File: config.mk
export PLATFORM = sky130hd
export DESIGN_NAME = controlador_contexto
export DESIGN_NICKNAME = d
export VERILOG_FILES = /design/src/rtl/controlador_contexto.sv
export SDC_FILE = /design/constraint.sdc
export NUM_CORES = 1
export LEC_CHECK = 0
export CAP_MARGIN = 15
export CORE_AREA = 2 2 107 109
export DETAILED_ROUTE_END_ITERATION = 16
export DIE_AREA = 0 0 109 111
export PLACE_DENSITY = 0.77
export SYNTH_ARGS = -nofsm -noshare
export SYNTH_HDL_FRONTEND = slang
export SYNTH_SLANG_ARGS = --single-unit
File: constraint.sdc
create_clock -name clock -period 3.62 [get_ports clock]
set_clock_uncertainty 0.05 [all_clocks]
set_input_delay 0.724 -clock clock [delete_from_list [all_inputs] [get_ports clock]]
set_output_delay 0.724 -clock clock [all_outputs]
set_load 0.005 [all_outputs]
File: src/rtl/controlador_contexto.sv
// controlador_contexto: RAM bus master that switches context between program 1 and 2.
// Saves PC + registers of the running program, toggles programa, restores the other one.
// Ports:
//   clock, reset (async, active-low); troca: switch request, sampled in IDLE
//   pc_atual: running PC; pc_out/pc_load: restored PC and its load pulse
//   ocupado/pronto: busy flag and completion pulse; programa: active program (1/2)
//   reg_sel/reg_rd_data/reg_wr_en/reg_wr_data: register file access
//   mem_we/mem_endereco_escrita/mem_data: RAM write port
//   mem_endereco_leitura/mem_q: RAM read port (1-cycle latency)
module controlador_contexto #(
   parameter int DATA_WIDTH  = 32,
   parameter int ADDR_WIDTH  = 32,
   parameter int NUM_REGS    = 32,
   parameter int BASE_STRIDE = 1000,
   parameter int CTX_OFFSET  = 0
) (
   input  logic                  clock,
   input  logic                  reset,
   input  logic                  troca,
   input  logic [DATA_WIDTH-1:0] pc_atual,
   output logic                  ocupado,
   output logic                  pronto,
   output logic [1:0]            programa,
   output logic [DATA_WIDTH-1:0] pc_out,
   output logic                  pc_load,
   output logic [5:0]            reg_sel,
   input  logic [DATA_WIDTH-1:0] reg_rd_data,
   output logic                  reg_wr_en,
   output logic [DATA_WIDTH-1:0] reg_wr_data,
   output logic                  mem_we,
   output logic [ADDR_WIDTH-1:0] mem_endereco_escrita,
   output logic [DATA_WIDTH-1:0] mem_data,
   output logic [ADDR_WIDTH-1:0] mem_endereco_leitura,
   input  logic [DATA_WIDTH-1:0] mem_q
);

   localparam int IW = $clog2(NUM_REGS + 2);

   typedef enum logic [2:0] {
      IDLE,
      SALVA,
      TROCA,
      LE,
      FIM
   } estado_t;

   estado_t         estado;
   estado_t         prox;
   logic [IW-1:0]   i;
   logic [ADDR_WIDTH-1:0] base;

   // Context area of the currently active program.
   assign base = ADDR_WIDTH'(programa) * ADDR_WIDTH'(BASE_STRIDE)
               + ADDR_WIDTH'(CTX_OFFSET);

   always_ff @(posedge clock or negedge reset) begin
      if (!reset) begin
         estado   <= IDLE;
         i        <= '0;
         programa <= 2'd1;
         pc_out   <= '0;
      end else begin
         estado <= prox;
         // index restarts on every state entry
         if (prox != estado || estado == IDLE)
            i <= '0;
         else
            i <= i + IW'(1);
         if (estado == TROCA)
            programa <= (programa == 2'd1) ? 2'd2 : 2'd1;
         // slot 0 (PC) was addressed at i=0, so it arrives at i=1
         if (estado == LE && i == IW'(1))
            pc_out <= mem_q;
      end
   end

   always_comb begin
      prox                 = estado;
      ocupado              = 1'b0;
      pronto               = 1'b0;
      pc_load              = 1'b0;
      reg_sel              = '0;
      reg_wr_en            = 1'b0;
      reg_wr_data          = '0;
      mem_we               = 1'b0;
      mem_endereco_escrita = '0;
      mem_data             = '0;
      mem_endereco_leitura = '0;
      unique case (estado)
         IDLE: begin
            if (troca)
               prox = SALVA;
         end
         SALVA: begin
            ocupado              = 1'b1;
            mem_we               = 1'b1;
            mem_endereco_escrita = base + ADDR_WIDTH'(i);
            if (i == '0) begin
               mem_data = pc_atual;
            end else begin
               reg_sel  = 6'(i - IW'(1));
               mem_data = reg_rd_data;
            end
            if (i == IW'(NUM_REGS))
               prox = TROCA;
         end
         TROCA: begin
            ocupado = 1'b1;
            prox    = LE;
         end
         LE: begin
            ocupado = 1'b1;
            if (i <= IW'(NUM_REGS))
               mem_endereco_leitura = base + ADDR_WIDTH'(i);
            // read data lags the address by one cycle: r(i-2) arrives now
            if (i >= IW'(2)) begin
               reg_wr_en   = 1'b1;
               reg_sel     = 6'(i - IW'(2));
               reg_wr_data = mem_q;
            end
            if (i == IW'(NUM_REGS + 1))
               prox = FIM;
         end
         FIM: begin
            ocupado = 1'b1;
            pronto  = 1'b1;
            pc_load = 1'b1;
            prox    = IDLE;
         end
         default: prox = IDLE;
      endcase
   end

endmodule

=== Yosys cells after proc, flatten, opt, wreduce, memory -nomap -nowiden ===
Cells that the tools add are included.

* Flip-flop bits (word level): 43
* Bits of input ports: 99
* Output and inout port bits: 173
* Word-level logic and storage cells: 46

* Add/sub/neg operators: 4
* $mul: 1
* $lt $le $gt $ge: 2
* Eq/ne operators: 9
* Mux-type cells: 21
* Reduce and logical (&&, ||, !) cells: 5

{| class="wikitable"
|+ Operators by type and width
! operator !! number
|-
| $mux W32 || 4
|-
| $mux W13 || 3
|-
| $mux W6 || 3
|-
| $add A12 B6 Y13 || 1
|-
| $eq A6 B6 Y1 const B || 2
|-
| $pmux W3 S4 || 1
|-
| $pmux W6 S2 || 1
|-
| $mul A2 B7 Y9 const B || 1
|-
| $mux W3 || 3
|-
| $add A6 B1 Y6 const B || 1
|-
| $eq A3 B2 Y1 const B || 2
|-
| $eq A6 B1 Y1 const B || 1
|-
| $ge A6 B2 Y1 const B || 1
|-
| $le A6 B6 Y1 const B || 1
|-
| $logic_not A6 Y1 || 1
|-
| $sub A6 B1 Y6 const B || 1
|-
| $sub A6 B2 Y6 const B || 1
|-
| $mux W1 || 5
|-
| $reduce_or A4 Y1 || 1
|-
| $eq A3 B1 Y1 const B || 1
|-
| $eq A3 B3 Y1 const B || 1
|-
| $logic_not A3 Y1 || 1
|-
| $ne A3 B3 Y1 || 1
|-
| $eq A2 B1 Y1 const B || 1
|-
| 3 further kinds || 3
|}

=== Logic depth before layout (Yosys ltp) ===
* Depth in word-level cells: 6
* Gate-level depth with buffers: 9
* Mapped depth without buffers: 8

=== Worst setup path after synthesis ===
Ideal clock, no wire load.

* Path type: reg-to-output
* Start: register programa[0]
* End: output mem_endereco_leitura[11]
* Data arrival time: 1.734 ns
* Required time: 2.846 ns
* Path slack: 1.112 ns
* Stages on the path, launching flop included: 8
* Path buffers: 0
* Cell sequence: dfstp_2 ha_1 inv_1 fa_1 nor2b_1 o211ai_1 xor2_1 nor2_1

* Longest elaborated chain between the ends: 4

{| class="wikitable"
|+ Ends and longest elaborated chain
! what !! RTL line !! source
|-
| start: declaration || 23 || <nowiki>output logic [1:0] programa,</nowiki>
|-
| start signal: assignment || 70 || <nowiki>programa <= (programa == 2'd1) ? 2'd2 : 2'd1;</nowiki>
|-
| $mul A2 B7 Y9 || 53 || <nowiki>assign base = ADDR_WIDTH'(programa) * ADDR_WIDTH'(BASE_STRIDE)</nowiki>
|-
| $add A12 B6 Y13 || 114 || <nowiki>mem_endereco_leitura = base + ADDR_WIDTH'(i);</nowiki>
|-
| $mux W13 || 113 || <nowiki>if (i <= IW'(NUM_REGS))</nowiki>
|-
| $mux W13 || 89 || <nowiki>unique case (estado)</nowiki>
|-
| end: declaration || 33 || <nowiki>output logic [ADDR_WIDTH-1:0] mem_endereco_leitura,</nowiki>
|}

No other way between the ends.

=== Worst setup path in the final report ===
* Start: register i[3]
* End: output mem_endereco_escrita[7]

* Longest elaborated chain between the ends: 2

{| class="wikitable"
|+ Ends and longest elaborated chain
! what !! RTL line !! source
|-
| start: declaration || 49 || <nowiki>logic [IW-1:0] i;</nowiki>
|-
| start signal: assignment || 68 || <nowiki>i <= i + IW'(1);</nowiki>
|-
| $add A12 B6 Y13 || 97 || <nowiki>mem_endereco_escrita = base + ADDR_WIDTH'(i);</nowiki>
|-
| $mux W13 || 89 ||
|-
| end: declaration || 31 || <nowiki>output logic [ADDR_WIDTH-1:0] mem_endereco_escrita,</nowiki>
|}

No other way between the ends.

==> results.sh <==
export IMPL_outcome="finished clean"
export IMPL_max_clock_path_buffers=2
export IMPL_p_leak_nw=2.58
export IMPL_drt_wirelength_per_cell_um=14.7
export IMPL_antenna_found_initial=0
export IMPL_gp_congestion=0.856
export IMPL_hp_start="pc_out[15]"
export IMPL_grt_setup_unrepaired="no"
export IMPL_start_util_pct=30.8
export IMPL_synthCells=412
export IMPL_syn_area_per_cell_um2=8.29
export IMPL_post_synth_top_area_cell="dfrtp_1"
export IMPL_die_h_um=111
export IMPL_rr_startpoint="i[3]"
export IMPL_cp_arrival_ns=2.67
export IMPL_fin_tns_setup_ns=0
export IMPL_synth_edf_count=0
export IMPL_ys_warn_count=0
export IMPL_setup_violations=0
export IMPL_timing_rr_end="pc_out[17]"
export IMPL_path_buf_inv=2
export IMPL_grt_pass1_wl_um=17900
export IMPL_grt_use_total_pct=18.6
export IMPL_synth_area_mm2=0.00342
export IMPL_die_w_um=109
export IMPL_finalInstanceArea_mm2=0.00586
export IMPL_timing_fmax_ghz=0.290
export IMPL_syn2layout_area_growth_pct=71.4
export IMPL_drc=0
export IMPL_synth_ff_type="dfrtp_1"
export IMPL_final_common_cell="clkdlybuf4s50_1"
export IMPL_overflow=0
export IMPL_synth_top_area_share_pct=30.8
export IMPL_final_nets=750
export IMPL_synth_cell_type_count=44
export IMPL_synthTopCellsByArea="dfrtp_1, mux2_1, buf_4"
export IMPL_wirelength_um=11400
export IMPL_firstDrtPassIters=4
export IMPL_place_area_mm2=0.00569
export IMPL_clk_insertion_delay_late_ns=0.28
export IMPL_vias=3580
export IMPL_critPathRequiredTime_ns=2.85
export IMPL_period_minus_slack_ns=3.44
export IMPL_drt_iter0_drc=149
export IMPL_portBuffers=233
export IMPL_hpwl_um=9240
export IMPL_holdPathEnd="pc_out[15]"
export IMPL_maxCapViolations=0
export IMPL_grt_met2_usage_pct=33.6
export IMPL_cts_sinks=43
export IMPL_p_per_area_mw_per_mm2=760
export IMPL_cts_made_buffers=5
export IMPL_final_layout_size_suffix_gt1_share_pct=4.11
export IMPL_final_hold_viol_count=0
export IMPL_core_mm2=0.0111
export IMPL_cts_tree="yes"
export IMPL_holdCritPathClass="flop to flop"
export IMPL_cpPeakStageDelay_ns=0.55
export IMPL_crit_chain="ha_1 > inv_1 > fa_1 > nor2b_1 > o21ai_0 > xnor2_1 > nor2_1 > clkdlybuf4s50_1"
export IMPL_met1_usage_pct=20.4
export IMPL_diodes=0
export IMPL_grt_use_met3_pct=5.53
export IMPL_path_class="flop to output pin"
export IMPL_holdBufCountCts=0
export IMPL_finalCritPeriodShare_pct=95.1
export IMPL_slew_headroom_pct=34.7
export IMPL_slew_violations=0
export IMPL_io_pins=272
export IMPL_whs_ns=0.434
export IMPL_worst_path_max_delay_cell="dfrtp_1"
export IMPL_die_area_mm2=0.0121
export IMPL_ys_ff_latch=43
export IMPL_holdPathStages=1
export IMPL_tightest_slew_ns=0.980
export IMPL_cts_htree_levels=2
export IMPL_final_cell_mix="clkdlybuf4s50_1, nand2_1, dfrtp_1"
export IMPL_critPathMaxFanout=9
export IMPL_grt_start_max_net_pins=44
export IMPL_row_count=39
export IMPL_reg2regPathDepth=4
export IMPL_yosysSeqAreaShare_pct=31.5
export IMPL_max_vdd_ir_drop_mv=0.422
export IMPL_p_total_mw=4.45
export IMPL_postRouteAntennaNets=0
export IMPL_rrSetupSlack_ns=1.47
export IMPL_path_delay_family="adder cells"
export IMPL_ys_async_sr_fraction_pct=100
export IMPL_clk_pin_slew_ns=0.06
export IMPL_start_kind="flop"
export IMPL_grt_pass1_vias=3608
export IMPL_busiest_layer="met2"
export IMPL_vias_per_cell=4.61
export IMPL_cts_root_buf="clkbuf_16"
export IMPL_endpoint_kind="output pin"
## cell families after synthesis
logic type      Yosys count  synth area share, %
mux                      33                 10.9
buf+inv                  75                 13.9
other cells               1                0.110
simple gates            170                 23.6
fa+ha+maj                18                 6.81
xor+xnor                 13                 3.33
compound gates           59                 9.81
flops                    43                 31.5
## layout make-up
class | instances | area, µm²
well taps | 143 | 179
clock inverters | 2 | 37.5
flip-flops and latches | 43 | 1080
clock buffers | 5 | 125
fillers | 1005 | 5220
repair buffers | 239 | 2380
multi-input cells | 331 | 2010
inverters | 13 | 48.8
## timing repair
| item | 4_1_cts | 5_1_grt |
|---|---|---|
| endpoints found under the setup margin | 0 | 2 |
| buffers inserted | 0 | 0 |
| gates resized for setup | 0 | 2 |
## sequential cells by signal, summed over array words and instances, names as in the netlist
register,flops
pc_out,32
i,6
estado,3
programa,2
## worst max path at each step
| stage | startpoint | endpoint | slack, ns | depth (start not counted) |
|---|---|---|---|---|
| 2_1_floorplan | programa[0] | mem_endereco_leitura[11] | 1.11 | 7 |
| 3_3_place_gp | i[2] | reg_sel[5] | 0.55 | 9 |
| 3_5_place_dp | programa[0] | mem_endereco_leitura[7] | 0.48 | 8 |
| 4_1_cts | i[3] | mem_endereco_leitura[7] | 0.18 | 8 |
| 5_1_grt | i[1] | mem_data[2] | 0.01 | 7 |
| 6_report | i[3] | mem_endereco_escrita[7] | 0.18 | 8 |
## cell usage after synthesis (all sizes together) (3+ instances only)
library cell	count
mux2	33
nand4	3
nand3	3
and2	36
nand2	77
nor2	38
dfrtp	42
ha	17
inv	13
xnor2	9
clkbuf	11
and3	4
xor2	4
o21ai	6
buf	51
a21oi	41
## layer usage
layer  vias to the layer above  share of wire, %
li1                       1704                 -
met1                      1649                38
met2                       207                50
met3                        20               9.8
met4                         0               2.6
met5                         -                 0
## metrics by stage
step	setup slack, ns	utilization, %	cells
floorplan	1.11	-	449
global placement	0.553	51.4	769
detailed placement	0.483	51.4	769
CTS	0.176	52.9	776
global route	0.0111	52.9	776
finish	0.177	52.9	776
## worst register-to-register path, delay by kind of cell (launching register included)
kind	cells	cell delay [ns]
multiplexers	1	0.40
AND/OR/NAND/NOR	2	0.70
buffers and inverters	1	0.38
flip-flops	1	0.50
## power breakdown
group	internal (mW)	total (mW)	switching, mW	leakage, nW
logic	1.76	3.07	1.31	1.93
clock network	0.321	0.501	0.180	0.0759
registers	0.698	0.882	0.185	0.572
total	2.77	4.45	1.68	2.58
Note: power is estimated with default switching activity, not from simulation.
